===== config.mk =====
export PLATFORM = sky130hd
export DESIGN_NAME = serializer
export DESIGN_NICKNAME = d
export VERILOG_FILES = /design/src/rtl/serializer.sv
export SDC_FILE = /design/constraint.sdc
export NUM_CORES = 1
export LEC_CHECK = 0
export CAP_MARGIN = 5
export CORE_MARGIN = 1.5
export CORE_UTILIZATION = 49
export CTS_CLUSTER_SIZE = 25
export DETAILED_ROUTE_END_ITERATION = 8
export DONT_BUFFER_PORTS = 1
export GPL_ROUTABILITY_DRIVEN = 0
export PLACE_DENSITY = 0.6
export SETUP_SLACK_MARGIN = 0.5
export SYNTH_ARGS = -nofsm -noshare
export SYNTH_HDL_FRONTEND = slang
export SYNTH_SLANG_ARGS = --single-unit

===== constraint.sdc =====
create_clock -name clk_i -period 3.75 [get_ports clk_i]
set_clock_uncertainty 0.15 [all_clocks]
set_input_delay 0.375 -clock clk_i [delete_from_list [all_inputs] [get_ports clk_i]]
set_output_delay 0.375 -clock clk_i [all_outputs]
set_load 0.01 [all_outputs]

===== src/rtl/serializer.sv =====
// serializer: parallel-to-serial transmitter for the 16-bit serial link.
// Accepts words on a valid/ready handshake and shifts them out MSB-first,
// one bit per clock. A one-word holding buffer lets consecutive words
// stream without an idle cycle between them.
//
// Handshake: a word transfers on a rising edge where data_val_i && data_rdy_o.
// data_rdy_o depends only on the holding-buffer flag, so it never has a
// combinational path from data_val_i. A sender must keep data_i/data_mod_i
// stable and data_val_i high until the transfer edge.
module serializer #(
    parameter int DATA_W = 16,
    parameter int MOD_W  = $clog2(DATA_W)
) (
    input  logic              clk_i,
    input  logic              rst_n_i,
    input  logic [DATA_W-1:0] data_i,
    input  logic [MOD_W-1:0]  data_mod_i,
    input  logic              data_val_i,
    output logic              data_rdy_o,
    output logic              ser_data_o,
    output logic              ser_data_val_o,
    output logic              busy_o
);

    typedef enum logic {
        IDLE  = 1'b0,
        SHIFT = 1'b1
    } state_t;

    state_t            state;
    logic [DATA_W-1:0] sh;
    logic [MOD_W:0]    cnt;
    logic [DATA_W-1:0] pend_data;
    logic [MOD_W-1:0]  pend_mod;
    logic              pend_full;
    logic              take;
    logic              last_bit;

    // A mod value of 0 stands for a full-width word.
    function automatic logic [MOD_W:0] len_of(input logic [MOD_W-1:0] m);
        if (m == '0) begin
            return (MOD_W+1)'(DATA_W);
        end
        return {1'b0, m};
    endfunction

    assign take     = data_val_i && data_rdy_o;
    assign last_bit = (cnt == (MOD_W+1)'(1));

    // Control FSM, shift register, bit counter and holding buffer.
    always_ff @(posedge clk_i or negedge rst_n_i) begin
        if (!rst_n_i) begin
            state     <= IDLE;
            sh        <= '0;
            cnt       <= '0;
            pend_data <= '0;
            pend_mod  <= '0;
            pend_full <= 1'b0;
        end else begin
            case (state)
                IDLE: begin
                    if (take) begin
                        sh    <= data_i;
                        cnt   <= len_of(data_mod_i);
                        state <= SHIFT;
                    end
                end
                SHIFT: begin
                    if (last_bit) begin
                        // Next word: buffered word first, then a same-cycle
                        // transfer, otherwise the stream ends.
                        if (pend_full) begin
                            sh        <= pend_data;
                            cnt       <= len_of(pend_mod);
                            pend_full <= 1'b0;
                        end else if (take) begin
                            sh  <= data_i;
                            cnt <= len_of(data_mod_i);
                        end else begin
                            sh    <= '0;
                            cnt   <= '0;
                            state <= IDLE;
                        end
                    end else begin
                        sh  <= sh << 1;
                        cnt <= cnt - 1'b1;
                        if (take) begin
                            pend_data <= data_i;
                            pend_mod  <= data_mod_i;
                            pend_full <= 1'b1;
                        end
                    end
                end
                default: state <= IDLE;
            endcase
        end
    end

    // Outputs are pure decodes of flops; serial data is forced low when idle.
    assign data_rdy_o     = !pend_full;
    assign ser_data_val_o = (state == SHIFT);
    assign ser_data_o     = (state == SHIFT) && sh[DATA_W-1];
    assign busy_o         = (state == SHIFT) || pend_full;

endmodule


==> impl_results.md, run 1 <==
* Wirelength per Cell at between 15 and 20 µm
* R2R depth at 6
* CP Launch Type: register
* Initial antenna violation count at 0
* Hold-fix buffers, CTS at 2
* Syn_nets at around 220
* H-tree levels at 2
* Vias at roughly 1500
* Die Y at approximately 70 µm
* Gate Count Post-Synth at 194
* Post-route ant nets at 0
* Cell Pwr Density at 767.7 nW/µm²
* Die area at a little under 5000 µm²
* Crit share post-route at 0.6570
* Detailed-route DRC error count at 0
* Worst skew pair latency at 290 ps
* Clock tree buffer depth at 2
* Hold EP: pend_mod[0]$_DFFE_PN0P_
* CORE AREA at roughly 4400 µm²
* CTS root buf: clkbuf_8
* IR drop worst, VDD at about 310 µV
* Slew headroom at 0.3819
* R2R Setup Slk at around 1300 ps
* Final hold violations at 0
* Commonest non-fill, non-tap cell in the layout: dfrtp_1
* Most frequent cells in the layout: dfrtp_1, nand3_1, mux2_4
* #FFs+latches synth at between 40 and 50
* Initial Util at 0.5106
* Io pins at 27
* TritonCTS Buffers at 5
* Die Wd at ~70 µm
* Worst Hold Class: input port to register
* CP endpoint kind: register
* Total GRT Usage at 0.2094
* HPWL Detailed at 3.063 mm
* Grt ovf at 0
* Worst r2r src: cnt[1]$_DFFE_PN0P_
* Max-Cap Viols at 0
* DR pass1 iterations at 4
* FP Rows at 24
* CP max FO at 20
* DRT iter0 DRCs at around 180
* Max-slew violations at 0
* IO buf count at 0
* Cell area after synthesis at 2223 µm²
* First-pass GRT wire length at around 8 mm
* Seq/Total Area, Yosys at 0.4840
* Setup CP Type: register to register
* Number of global-route vias before repair at between 1500 and 2000
* Crit path DAT at 2490 ps
* Max Freq at slightly above 400 MHz
* CTS tree: built
* Synth cell types at 34
* Nets at ~220
* Critical Path RT at ~3800 ps
* Minimum clock period at between 2000 and 2500 ps
* Avg Inst Size Synth at between 10 and 15 µm²
* Vias/cell at roughly 6.2
* Post-CTS setup buffer count at 0
* Status: completed
* Yosys warnings at 0
* # setup viols final at 0
* Min-delay src: data_mod_i[0]
* ANT cells at 0
* Fin util at 0.5420
* Largest net degree at the start of global routing at 44
* Hold Path Depth at 1
* Pleak at 0.001082 µW
* Unrepaired setup endpoints after global routing: no
* Worst Max-Slew Pin Slew at just over 900 ps
* Fraction of layout cells with a size suffix above 1 at 0.2010
* Clock sinks at 43
* Setup TNS at 0 ps
* Clock slew at reported path FFs at approximately 80 ps
* Synth-to-layout area growth at 6.134%
* DRT Wirelength at roughly 4.7 mm
* Post-CTS sizing at 0
* R2R Path End: pend_data[8]$_DFFE_PN0P_
[metrics by stage]
stage	std cells	power [µW]	worst slack, ps	instance area [µm²]	hold slack [ps]
4_1_cts	246	1824	1289	2360	65.45
6_report	246	1812	1286	2360	69.15
2_1_floorplan	194	1324	1728	2223	-70.59
5_1_grt	246	1938	1186	2360	50.32
3_5_place_dp	236	1433	1301	2212	-69.17
3_3_place_gp	236	1406	1365	2212	-69.14
[cells by family (layout without fill, tap and decap cells)]
kind of cell,after synthesis,count (layout),share of synthesized area
and+or+nand+nor,64,64,0.1531
DFF,43,43,0.4840
muxes,27,27,0.1666
buffers and inverters,16,16,0.05065
xor gates and xnor gates,1,1,0.003940
adders and majority gates,2,2,0.01125
AOI/OAI and AO/OA,41,41,0.1306
[where the power goes]
group / switching (µW) / internal [µW]
Combinational: 265 / 337
Clock: 157 / 216
Sequential: 162 / 675
[per-layer routing]
layer,part of all wire,vias up,track usage
met5,0,-,0
met4,0.010,0,0.07265
met3,0.058,6,0.05339
met2,0.46,44,0.2998
met1,0.48,770,0.3077
li1,-,706,-
[area by class of cell]
type                            instances  area (µm²)
Fill cell                             381        1994
Sequential cell                        43        1076
Multi-Input combinational cell        135        1037
Clock buffer                            6       82.58
Tap cell                               52       65.06
Timing Repair Buffer                    5       52.55
Clock inverter                          2       35.03
Inverter                                3       11.26
[synth_stat cells]
cell,number,area share
a211o_1,2,0.0079
a21oi_1,7,0.016
a221o_1,6,0.027
a22oi_1,11,0.037
a32oi_1,1,0.0039
and2_1,1,0.0028
and2_4,1,0.0039
buf_12,2,0.018
buf_2,4,0.0090
buf_6,2,0.010
clkbuf_1,5,0.0084
dfrtp_1,43,0.48
ha_1,2,0.011
inv_1,3,0.0051
mux2_4,20,0.14
mux2i_1,7,0.032
nand2_1,18,0.030
nand2_4,2,0.010
nand2b_1,2,0.0056
nand3_1,24,0.054
nand3b_1,1,0.0034
nor2_1,6,0.010
nor2_4,1,0.0051
nor2b_1,2,0.0056
nor3_1,1,0.0022
nor4b_1,1,0.0039
o211ai_1,6,0.020
o21ai_0,2,0.0045
o21ai_1,5,0.011
o22ai_1,1,0.0028
or2_2,1,0.0028
or4_1,2,0.0068
or4b_4,1,0.0062
xor2_1,1,0.0039
[registers in the layout, indices dropped and copies added (netlist names)]
name	flops
pend_data	16
pend_mod	4
cnt	5
pend_full	1
sh	16
ser_data_val_o	1
[how the worst max path moves through the flow]
stage / from / endpoint / cells after the start
global route: cnt[1]$_DFFE_PN0P_ / pend_data[7]$_DFFE_PN0P_ / 6
floorplan: cnt[1]$_DFFE_PN0P_ / pend_data[0]$_DFFE_PN0P_ / 7
global placement: cnt[1]$_DFFE_PN0P_ / pend_data[11]$_DFFE_PN0P_ / 6
detailed placement: cnt[1]$_DFFE_PN0P_ / pend_mod[1]$_DFFE_PN0P_ / 6
finish: cnt[1]$_DFFE_PN0P_ / pend_data[8]$_DFFE_PN0P_ / 6
CTS: cnt[1]$_DFFE_PN0P_ / pend_data[7]$_DFFE_PN0P_ / 6
[critical path, cell delays in order, from the launching register on]
cell and delay [ps]:
dfrtp_1 400, inv_1 90, ha_1 180, or4b_4 580, and2_4 270, nand2_4 330, mux2_4 340
(Power assumes the default switching activity.)
==> run 2: changes to the inputs <==
Clock period 3.75 ns to 2.57 ns, I/O delays scaled along.
==> run 2 against run 1 <==
Non-clock buffer count increased by 33. Critical path depth unchanged. Flip-flop and latch count unchanged. Critical endpoint is now pend_data[5]$_DFFE_PN0P_.
==> impl_results.md, run 2 (same netlist as run 1, synthesis figures left out) <==
* Wirelength per Cell at 18.82 µm (-1.6%)
* Total GRT Usage at 0.2271 (+0.01766)
* Final hold violations at 0 (unchanged)
* Max-Cap Viols at 0 (unchanged)
* Initial antenna violation count at 0 (unchanged)
* Slew headroom at 0.5422 (+0.1603)
* Die area at 4951 µm² (unchanged)
* Minimum clock period at 2030 ps (-434.2 ps)
* Io pins at 27 (unchanged)
* Family with the most delay on the worst path: simple AND/OR/NAND/NOR gates
* Post-route ant nets at 0 (unchanged)
* FP Rows at 24 (unchanged)
* Crit share post-route at 0.7897 (+0.1327)
* Die Wd at 70.36 µm (unchanged)
* CORE AREA at 4354 µm² (unchanged)
* Number of global-route vias before repair at 1717 (+7.9%)
* Cell chain of the critical path: inv_2, ha_4, or4b_4, and2_4, nand2_8, mux2_4
* Hold_ws at 4.971 ps (-64.18 ps)
* TritonCTS Buffers at 5 (unchanged)
* Commonest non-fill, non-tap cell in the layout: dfrtp_1
* CP endpoint kind: register
* Unrepaired setup endpoints after global routing: no
* CTS root buf: clkbuf_8
* # setup viols final at 0 (unchanged)
* Worst path buffer plus inverter count at 1 (unchanged)
* Max-slew violations at 0 (unchanged)
* # fillers at 361 (-5.2%)
* Crit path DAT at 2060 ps (-430 ps)
* Worst path max stage delay at 460 ps (-120 ps)
* Clock tree buffer depth at 2 (unchanged)
* IO buf count at 0 (unchanged)
* Max stage delay cell, worst path: or4b_4
* Max Freq at 492.7 MHz (+21%)
* Worst skew pair latency at 300 ps (about the same)
* Worst Hold Class: input port to register
* Setup CP Type: register to register
* CP Launch Type: register
* Die Y at 70.36 µm (unchanged)
* Largest net degree at the start of global routing at 44 (unchanged)
* Detailed-route DRC error count at 0 (unchanged)
* IR drop worst, VDD at 536.8 µV (+72%)
* CP max FO at 7 (-65%)
* DR pass1 iterations at 4 (unchanged)
* Clock slew at reported path FFs at 80 ps (about the same)
* Vias at 1728 (+13%)
* First-pass GRT wire length at 8.811 mm (+9.6%)
* Synth-to-layout area growth at 22.74%
* DRT Wirelength at 5.306 mm (+13%)
* Pleak at 0.001226 µW (+13%)
* Setup TNS at 0 ps (unchanged)
* Status: completed
* ANT cells at 0 (unchanged)
* H-tree levels at 2 (unchanged)
* Clock sinks at 43 (unchanged)
* Worst Max-Slew Pin Slew at 677.2 ps (-246.6 ps)
* Top flop regs: pend_data x16, sh x16, cnt x5
* Most frequent cells in the layout: dfrtp_1, nand3_1, dlygate4sd3_1
* Fin util at 0.6267 (+0.08477)
* Cell Pwr Density at 997.3 nW/µm² (+30%)
* Final Cell Area at 2729 µm² (+16%)
* DP Area at 2227 µm² (+0.68%)
* Initial Util at 0.5106 (unchanged)
* Fraction of layout cells with a size suffix above 1 at 0.2478 (+0.04680)
* CTS tree: built
* HPWL Detailed at 3.237 mm (+5.7%)
* Vias/cell at 6.128 (-1.2%)
* Critical Path RT at 2600 ps (-1180 ps)
* DRT iter0 DRCs at 140 (-21%)
* Nets at 254 (+17%)
* Grt ovf at 0 (unchanged)
## run 2: final timing paths
kind,endpoint,slack [ps],from,cells after the start
worst max-delay path,pend_data[5]$_DFFE_PN0P_,540,cnt[1]$_DFFE_PN0P_,6
worst min-delay path,sh[10]$_DFFE_PN0P_,5,data_i[10],2
worst max register to register,pend_data[5]$_DFFE_PN0P_,540,cnt[1]$_DFFE_PN0P_,6
worst min register to register,sh[13]$_DFFE_PN0P_,350,sh[12]$_DFFE_PN0P_,2
max in group asynchronous,cnt[0]$_DFFE_PN0P_,1780,rst_n_i,2
min in group asynchronous,sh[1]$_DFFE_PN0P_,250,rst_n_i,2
## run 2: routing by layer
metal  share of wire  global-route usage
met3           0.047             0.04040
met5               0                   0
met1            0.45              0.3252
met2            0.50              0.3543
met4           0.011             0.06410
## run 2: layout make-up
type                       count  area [µm²]  share of cell area
multi-input combinational    138        1130              0.4140
sequential                    43        1077              0.3948
timing repair buffer          38       360.3              0.1320
clock buffer                   6       72.57             0.02659
tap                           52       65.06             0.02384
clock inverter                 2       12.51            0.004585
inverter                       3       11.26            0.004127
## run 2: worst reg2reg max path: cells and delay by family, from the launching register on
kind	cells	cell delay (ps)
fa+ha+maj	1	130
buf+inv	1	80
flops	1	400
mux	1	300
simple gates	3	850
## run 2: what timing repair did
action,in CTS,in global routing
endpoints found under the hold margin,77,0
endpoints found under the setup margin,34,38
setup buffers,8,2
cloned,1,2
pin swaps,2,2
gates resized for setup,3,9
hold buffers,23,0
## run 2: metrics by stage
step                setup WS [ps]  std cells  power [µW]
floorplan                   548.2        194        1932
global placement            329.5        238        2057
detailed placement          277.9        238        2106
CTS                         496.4        278        2633
global route                508.3        282        2902
finish                      540.4        282        2722
## run 2: power by group
group	switching, µW	total (µW)	internal [µW]
registers	255	1240	986
logic	462	1060	596
clock network	233	423	190
